$ cat src/rtl/controller_mc.sv
// controller_mc: multi-cycle main control unit for the RV32I core.
// Sequences each instruction through FETCH/DECODE/EXEC/MEM/WB with
// valid/ack handshakes to instruction and data memory. Flags illegal
// encodings, bounds data-memory waits with a timeout and counts retired
// instructions.
//
// Ports:
//   clk       in   clock, rising edge
//   rst_n     in   asynchronous active-low reset
//   instr     in   [31:0] instruction register contents (valid from DECODE)
//   imem_ack  in   instruction memory ack
//   dmem_ack  in   data memory ack
//   br_taken  in   branch comparator result
//   imem_req  out  instruction fetch request
//   ir_en     out  load instruction register
//   dmem_req  out  data access request
//   dmem_we   out  data access is a store
//   aluop     out  [ALUOP_W-1:0] ALU operation
//   sel_a     out  ALU A: 0=rs1, 1=PC
//   sel_b     out  ALU B: 0=rs2, 1=imm
//   rf_en     out  register file write enable
//   wb_sel    out  [1:0] 0=ALU, 1=load data, 2=PC+4, 3=imm
//   pc_en     out  update PC
//   pc_sel    out  0=PC+4, 1=ALU result
//   illegal   out  pulse on illegal instruction
//   bus_err   out  pulse on data timeout
//   retire    out  pulse per completed instruction
//   instret   out  [CNT_W-1:0] retired-instruction count
//
// state  | meaning
// -------+--------------------------------------------------
// IDLE   | after reset, outputs quiet, goes to FETCH
// FETCH  | imem_req held until imem_ack, ir_en on ack
// DECODE | classify instr, illegal -> skip to next FETCH
// EXEC   | ALU op; branches resolve and retire here
// MEM    | dmem_req held until ack or timeout
// WB     | register write, PC update, retire

module controller_mc #(
    parameter int ALUOP_W     = 4,
    parameter int MEM_TIMEOUT = 16,
    parameter int CNT_W       = 32
) (
    input  logic               clk,
    input  logic               rst_n,
    input  logic [31:0]        instr,
    input  logic               imem_ack,
    input  logic               dmem_ack,
    input  logic               br_taken,
    output logic               imem_req,
    output logic               ir_en,
    output logic               dmem_req,
    output logic               dmem_we,
    output logic [ALUOP_W-1:0] aluop,
    output logic               sel_a,
    output logic               sel_b,
    output logic               rf_en,
    output logic [1:0]         wb_sel,
    output logic               pc_en,
    output logic               pc_sel,
    output logic               illegal,
    output logic               bus_err,
    output logic               retire,
    output logic [CNT_W-1:0]   instret
);

    typedef enum logic [2:0] {
        S_IDLE, S_FETCH, S_DECODE, S_EXEC, S_MEM, S_WB
    } state_t;

    localparam logic [6:0] OP_R      = 7'b0110011;
    localparam logic [6:0] OP_I      = 7'b0010011;
    localparam logic [6:0] OP_LOAD   = 7'b0000011;
    localparam logic [6:0] OP_STORE  = 7'b0100011;
    localparam logic [6:0] OP_BRANCH = 7'b1100011;
    localparam logic [6:0] OP_JAL    = 7'b1101111;
    localparam logic [6:0] OP_LUI    = 7'b0110111;

    localparam logic [3:0] ALU_ADD  = 4'd0;
    localparam logic [3:0] ALU_SUB  = 4'd1;
    localparam logic [3:0] ALU_SLL  = 4'd2;
    localparam logic [3:0] ALU_SLT  = 4'd3;
    localparam logic [3:0] ALU_SLTU = 4'd4;
    localparam logic [3:0] ALU_XOR  = 4'd5;
    localparam logic [3:0] ALU_SRL  = 4'd6;
    localparam logic [3:0] ALU_SRA  = 4'd7;
    localparam logic [3:0] ALU_OR   = 4'd8;
    localparam logic [3:0] ALU_AND  = 4'd9;
    localparam logic [3:0] ALU_NULL = 4'd10;

    localparam int TO_W = (MEM_TIMEOUT > 1) ? $clog2(MEM_TIMEOUT) : 1;
    localparam logic [TO_W-1:0] TO_LAST = (MEM_TIMEOUT > 0) ? TO_W'(MEM_TIMEOUT - 1) : '0;

    state_t state, state_nxt;
    logic [TO_W-1:0] to_cnt;

    logic [6:0] opcode;
    logic [2:0] funct3;
    logic [6:0] funct7;
    logic is_r, is_i, is_load, is_store, is_branch, is_jal, is_lui;
    logic bad_enc;
    logic mem_timeout;
    logic [3:0] alu_code;
    logic unused_instr;

    assign opcode = instr[6:0];
    assign funct3 = instr[14:12];
    assign funct7 = instr[31:25];
    // register and immediate fields are consumed by the datapath, not here
    assign unused_instr = ^{instr[24:15], instr[11:7]};

    assign is_r      = (opcode == OP_R);
    assign is_i      = (opcode == OP_I);
    assign is_load   = (opcode == OP_LOAD);
    assign is_store  = (opcode == OP_STORE);
    assign is_branch = (opcode == OP_BRANCH);
    assign is_jal    = (opcode == OP_JAL);
    assign is_lui    = (opcode == OP_LUI);

    always_comb begin
        bad_enc = !(is_r || is_i || is_load || is_store || is_branch || is_jal || is_lui);
        // funct7=0100000 is only defined for SUB and SRA
        if (is_r && !((funct7 == 7'h00) ||
                      (funct7 == 7'h20 && (funct3 == 3'b000 || funct3 == 3'b101))))
            bad_enc = 1'b1;
        // immediate shifts carry funct7 in imm[11:5]
        if (is_i && funct3 == 3'b001 && funct7 != 7'h00)
            bad_enc = 1'b1;
        if (is_i && funct3 == 3'b101 && funct7 != 7'h00 && funct7 != 7'h20)
            bad_enc = 1'b1;
    end

    always_comb begin
        alu_code = ALU_ADD;
        if (is_r || is_i) begin
            case (funct3)
                3'b000:  alu_code = (is_r && funct7[5]) ? ALU_SUB : ALU_ADD;
                3'b001:  alu_code = ALU_SLL;
                3'b010:  alu_code = ALU_SLT;
                3'b011:  alu_code = ALU_SLTU;
                3'b100:  alu_code = ALU_XOR;
                3'b101:  alu_code = funct7[5] ? ALU_SRA : ALU_SRL;
                3'b110:  alu_code = ALU_OR;
                default: alu_code = ALU_AND;
            endcase
        end else if (is_lui) begin
            alu_code = ALU_NULL;
        end
    end

    assign mem_timeout = (MEM_TIMEOUT > 0) && (to_cnt == TO_LAST);

    // state register
    always_ff @(posedge clk or negedge rst_n) begin
        if (!rst_n)
            state <= S_IDLE;
        else
            state <= state_nxt;
    end

    // next-state logic
    always_comb begin
        state_nxt = state;
        case (state)
            S_IDLE:   state_nxt = S_FETCH;
            S_FETCH:  if (imem_ack) state_nxt = S_DECODE;
            S_DECODE: state_nxt = bad_enc ? S_FETCH : S_EXEC;
            S_EXEC: begin
                if (is_branch)
                    state_nxt = S_FETCH;
                else if (is_load || is_store)
                    state_nxt = S_MEM;
                else
                    state_nxt = S_WB;
            end
            S_MEM: begin
                if (dmem_ack)
                    state_nxt = is_store ? S_FETCH : S_WB;
                else if (mem_timeout)
                    state_nxt = S_FETCH;
            end
            S_WB:     state_nxt = S_FETCH;
            default:  state_nxt = S_IDLE;
        endcase
    end

    // output logic
    always_comb begin
        imem_req = 1'b0;
        ir_en    = 1'b0;
        dmem_req = 1'b0;
        dmem_we  = 1'b0;
        aluop    = '0;
        sel_a    = 1'b0;
        sel_b    = 1'b0;
        rf_en    = 1'b0;
        wb_sel   = 2'd0;
        pc_en    = 1'b0;
        pc_sel   = 1'b0;
        illegal  = 1'b0;
        bus_err  = 1'b0;
        retire   = 1'b0;
        if (state == S_EXEC || state == S_MEM || state == S_WB) begin
            aluop = ALUOP_W'(alu_code);
            sel_a = is_branch || is_jal;
            sel_b = is_i || is_load || is_store || is_branch || is_jal;
        end
        case (state)
            S_FETCH: begin
                imem_req = 1'b1;
                ir_en    = imem_ack;
            end
            S_DECODE: begin
                illegal = bad_enc;
                pc_en   = bad_enc;
            end
            S_EXEC: begin
                if (is_branch) begin
                    pc_en  = 1'b1;
                    pc_sel = br_taken;
                    retire = 1'b1;
                end
            end
            S_MEM: begin
                dmem_req = 1'b1;
                dmem_we  = is_store;
                // ack takes priority over a coincident timeout
                if (dmem_ack) begin
                    pc_en  = is_store;
                    retire = is_store;
                end else if (mem_timeout) begin
                    bus_err = 1'b1;
                    pc_en   = 1'b1;
                end
            end
            S_WB: begin
                rf_en  = 1'b1;
                pc_en  = 1'b1;
                retire = 1'b1;
                pc_sel = is_jal;
                if (is_load)
                    wb_sel = 2'd1;
                else if (is_jal)
                    wb_sel = 2'd2;
                else if (is_lui)
                    wb_sel = 2'd3;
                else
                    wb_sel = 2'd0;
            end
            default: ;
        endcase
    end

    // MEM wait counter, held at zero outside MEM so every entry starts fresh
    always_ff @(posedge clk or negedge rst_n) begin
        if (!rst_n)
            to_cnt <= '0;
        else if (state != S_MEM)
            to_cnt <= '0;
        else if (!dmem_ack && !mem_timeout)
            to_cnt <= to_cnt + TO_W'(1);
    end

    always_ff @(posedge clk or negedge rst_n) begin
        if (!rst_n)
            instret <= '0;
        else if (retire)
            instret <= instret + CNT_W'(1);
    end

endmodule

$ cat config.mk
export PLATFORM = sky130hd
export DESIGN_NAME = controller_mc
export DESIGN_NICKNAME = d
export VERILOG_FILES = /design/src/rtl/controller_mc.sv
export SDC_FILE = /design/constraint.sdc
export NUM_CORES = 1
export LEC_CHECK = 0
export BUFFER_PORTS_ARGS = -buffer_cell sky130_fd_sc_hd__buf_2
export CORE_MARGIN = 2
export CORE_UTILIZATION = 30
export DETAILED_ROUTE_END_ITERATION = 16
export GPL_TIMING_DRIVEN = 0
export HOLD_SLACK_MARGIN = 0.08
export PLACE_DENSITY_LB_ADDON = 0.1
export RECOVER_POWER = 25
export SLEW_MARGIN = 15
export SYNTH_ARGS = -nofsm -noshare
export SYNTH_HDL_FRONTEND = slang
export SYNTH_SLANG_ARGS = --single-unit
$ cat constraint.sdc
create_clock -name clk -period 2.45 [get_ports clk]
set_clock_uncertainty 0.1 [all_clocks]
set_input_delay 0.245 -clock clk [delete_from_list [all_inputs] [get_ports clk]]
set_output_delay 0.245 -clock clk [all_outputs]
set_load 0.01 [all_outputs]
* Yosys cells after proc, flatten, opt, wreduce, memory -nomap -nowiden
Cells that the tools add are included.
** Word-level totals
- ROM bits :: 0
- Logic and storage cells :: 106
- Memories :: 0
- Register bits :: 39
- Output and inout port bits :: 50
- Latch bits :: 0
- Memory bits (writable) :: 0
** Operators by class
- Eq/ne operators :: 24
- Magnitude comparators :: 0
- Divide/modulo/power cells :: 0
- Mux-type cells :: 41
- Multiply operators :: 0
- Reduce and logical (&&, ||, !) cells :: 36
- Shifts and indexed selects :: 0
- Add/subtract/negate cells :: 2
- Bitwise logic cells :: 0
** Operator list (count)
- adder 32 x 1 -> 32 bit, second input constant :: 1
- equality test 7 x 6 -> 1 bit, second input constant :: 4
- case mux 4 bit (7 select lines) :: 1
- two-way mux 1 bit :: 21
- two-way mux 4 bit :: 5
- logical OR 1 bit :: 16
- equality test 3 bit, second input constant :: 5
- two-way mux 3 bit :: 5
- case mux 3 bit (5 select lines) :: 1
- equality test 7 bit, second input constant :: 2
- equality test 3 x 2 -> 1 bit, second input constant :: 4
- two-way mux 2 bit :: 5
- logical AND 1 bit :: 9
- equality test 7 x 2 -> 1 bit, second input constant :: 1
- equality test 7 x 5 -> 1 bit, second input constant :: 1
- zero test 7 bit :: 1
- != test 7 x 6 -> 1 bit, second input constant :: 1
- nonzero test 7 bit :: 1
- equality test 3 x 1 -> 1 bit, second input constant :: 2
- zero test 3 bit :: 2
- != test 3 bit, second input constant :: 2
- adder 4 x 1 -> 4 bit, second input constant :: 1
- equality test 4 bit, second input constant :: 1
- zero test 1 bit :: 4
- other kinds (7) :: 7

* Depth between registers and ports, before layout
- Depth after elaboration :: 13
- Depth in mapped cells :: 6
- Gate-level depth less buffers :: 6

* Worst setup path before layout
OpenSTA, ideal clock, no wires.
- Kind :: in2out
- Start :: input port instr[26]
- End :: output port pc_en
- Arrival time :: 1.671 ns
- Cell stages on the path :: 5
- Data required time :: 2.105 ns
- Path slack :: 0.434 ns
- Cells stage by stage :: or4_4 > a2111oi_4 > o311ai_1 > o31ai_2 > o2111ai_1
** On the way
- Word-level cells in the longest chain between the ends :: 9
** Ends and longest elaborated chain
- start: declaration :: line 46 : input logic [31:0] instr,
- equality test 7 x 6 -> 1 bit :: line 124 : (funct7 == 7'h20 && (funct3 == 3'b000 || funct3 == 3'b101))))
- logical AND 1 bit :: line 124
- logical OR 1 bit :: line 123 : if (is_r && !((funct7 == 7'h00) ||
- zero test 1 bit :: line 123
- logical AND 1 bit :: line 123
- two-way mux 1 bit :: line 123
- two-way mux 1 bit :: line 127 : if (is_i && funct3 == 3'b001 && funct7 != 7'h00)
- two-way mux 1 bit * :: line 129 : if (is_i && funct3 == 3'b101 && funct7 != 7'h00 && funct7 != 7'h20)
- case mux 1 bit (4 select lines) * :: line 208 : case (state)
- end: declaration :: line 59 : output logic pc_en,
Mark *: on every way between the ends. The rest lies on a longest branch, timed or not.

* Worst setup path after layout
Ends and elaborated chain as after synthesis.

==> impl_metrics.json <==
{
  "drive_above_1_share_pct": 19.1,
  "cts.sinks": 39,
  "r2r_cells": 6,
  "grt_max_degree": 40,
  "crit_family": "compound AO/OA/AOI/OAI gates",
  "cts_root_buffer": "clkbuf_8",
  "maxSlewViolCount": 0,
  "final.setup.tns_ns": 0,
  "max_freq_mhz": 424,
  "detail_route.wl_per_cell_um": 13.5,
  "syn_area_per_cell_um2": 9.50,
  "worst_pin_slew_ns": 0.892,
  "hpwl_mm": 4.35,
  "hold_path_class": "in -> reg",
  "cts_max_path_buffers": 2,
  "synthFlopType": "dfrtp_1",
  "drtIter0Drc": 64,
  "yosysWarnings": 0,
  "h-tree-depth": 2,
  "synth-edff-count": 0,
  "clock_latency_ns": 0.29,
  "yosys.cell_count.top_type": "dfrtp_1",
  "via_per_inst": 4.84,
  "r2r_start": "state[2]$_DFFE_PN0P_",
  "cp_cell_sequence": "buf_2 > or4_4 > a2111oi_4 > o311ai_1 > o31ai_2 > o2111ai_1 > buf_2",
  "synth.net_count": 284,
  "route.detailed.drc": 0,
  "path_depth": 7,
  "synth_cell_types": 51,
  "powerDensity_nw_per_um2": 643,
  "arrival_ns": 2.02,
  "core_area_um2": 7610,
  "place_area_um2": 2810,
  "post-route-util_pct": 37.9,
  "cp.buffers_inverters": 2,
  "min_period_over_period_pct": 96.4,
  "peakVddDrop_v": 0.000227,
  "r2r_setup_slack_ns": 0.36,
  "synthCells": 245,
  "cts_tree": "done",
  "syn_to_final_growth_pct": 24.0,
  "num-nets-final": 363,
  "finalSetupViolations": 0,
  "max_stage_delay_ns": 0.54,
  "p_leak_nw": 1.27,
  "required_ns": 2.11,
  "cp_slowest_cell": "or4_4",
  "rows": 32,
  "cap_violations": 0,
  "gp_congestion": 0.790,
  "crit_path_start_kind": "primary input",
  "num_vias": 2061,
  "synth_area_um2": 2330,
  "synthArstFlopShare_pct": 100,
  "io-pin-count": 87,
  "die_h_um": 92.1,
  "critical_path_class": "in -> out",
  "path_max_fanout": 2,
  "yosysTopAreaCell": "dfrtp_1",
  "yosysTopAreaCellShare_pct": 41.9,
  "final_cell_area_um2": 2890,
  "die_area_um2": 8480,
  "hold_viol": 0,
  "cts_buffers": 5,
  "endpoint_kind": "primary output",
  "grt_pass1_wl_mm": 9.76,
  "grt_overflow": 0,
  "cts_resized": 0,
  "die_w_um": 92.1,
  "synth_area_leaders": "dfrtp_1 42%, xnor2_1 8.7%, xor2_1 4.1%",
  "crit_end": "pc_en",
  "cts.reportedPaths.clkPinSlew_ns": 0.08,
  "synth-seq-area-share_pct": 41.9,
  "r2r_end": "instret[26]$_DFFE_PN0P_",
  "drt-pass1-iter-count": 4,
  "synth_seq_cells": 39,
  "status": "finished, final reports clean",
  "n_antenna_cell": 0,
  "period_minus_slack_ns": 2.36,
  "relSlewSlack_pct": 40.6,
  "grt_pass1_vias": 1965,
  "cpMostUsedCell": "buf_2",
  "synth_commonest_cells": "39 x dfrtp_1, 23 x xnor2_1, 22 x nor2_1, 19 x nand2_1, 16 x nand3_1",
  "antenna_found_initial": 0,
  "start_util_pct": 30.6,
  "crit_start": "instr[26]",
  "numPortBuffers": 70,
  "rsz0062_at_grt": "false",
  "grt_usage_pct": 14.2,
  "routed_wl_mm": 5.77,
  "drtAntennaViolNets": 0
}
-- routing by layer --
layer	global-route usage [%]	up-vias	wire length (um)
met5	0	-	0
met4	3.48	0	39
met3	3.20	2	260
met2	22.1	48	2570
met1	20.1	969	2910
li1	-	1042	-
-- cells in the final DEF (no fill, tap or decap), types with 3 or more instances in the layout --
master    netlist  final
a21o_1          4      4
a21oi_1         7      7
and2_1          3      3
and3_1          5      5
buf_2           1     40
clkbuf_1        3     35
clkbuf_8        0      5
dfrtp_1        39     39
inv_1          12     12
nand2_1        19     19
nand2b_1        3      3
nand3_1        16     16
nand4_1        12     12
nor2_1         22     22
nor2b_1         6      6
nor3_1         12     12
nor4_1          3      3
nor4_2          3      3
o21ai_0         5      5
xnor2_1        23     23
xor2_1         11     11
-- cells by family after synthesis --
kind of cell	Yosys count	synth area share, %
AO/OA/AOI/OAI	34	12.0
XOR/XNOR	34	12.8
adder cells (fa/ha/maj)	2	1.08
buffers and inverters	16	2.63
flip-flops	39	41.9
multiplexers	2	0.914
AND/OR/NAND/NOR	118	28.6
-- worst register-to-register path: cells and delay by family (launching register included) --
family	cells	cell delay, ns
flops	1	0.47
compound gates	1	0.33
xor+xnor	1	0.14
simple gates	3	0.75
buf+inv	1	0.19
-- how the worst min path moves through the flow --
stage | from | end | depth (start not counted)
after floorplan | rst_n | instret[0]$_DFFE_PN0P_ | 0
after global placement | rst_n | to_cnt[2]$_DFFE_PN0P_ | 1
after detailed placement | rst_n | to_cnt[2]$_DFFE_PN0P_ | 1
after CTS | imem_ack | state[0]$_DFFE_PN0P_ | 3
after global routing | imem_ack | state[0]$_DFFE_PN0P_ | 3
final | imem_ack | state[0]$_DFFE_PN0P_ | 3
-- metrics by stage --
stage / hold WS [ns] / cells / setup WS [ns] / power, W
finish: 0.200 / 426 / 0.0893 / 0.00186
global route: 0.215 / 426 / 0.00849 / 0.00196
CTS: 0.197 / 425 / 0.0778 / 0.00188
detailed placement: 0.327 / 417 / 0.0812 / 0.00135
global placement: 0.326 / 417 / 0.0728 / 0.00135
floorplan: -0.151 / 245 / 0.434 / 0.00114
-- cell type report --
class                           instances  area, um^2
Inverter                               12        45.0
Clock inverter                          1        30.0
Clock buffer                            6        72.6
Sequential cell                        39         976
Timing Repair Buffer                   72         329
Buffer                                  4        16.3
Tap cell                              102         128
Fill cell                             800        4720
Multi-Input combinational cell        190        1290
-- flip-flops by register name, indices dropped and copies added, names as in the netlist --
name and flops:
instret 32, to_cnt 4, state 3
-- power breakdown --
group,switching [W],internal [W]
Sequential,0.0000817,0.000705
Combinational,0.000316,0.000229
Clock,0.000226,0.000299
Total,0.000624,0.00123
-- what timing repair did --
item | CTS | global route
buffers inserted | 0 | 1
hold endpoints to repair | 39 | 0
hold buffers | 1 | 0
setup endpoints to repair | 0 | 1
Power figures use the tool's default switching activity.
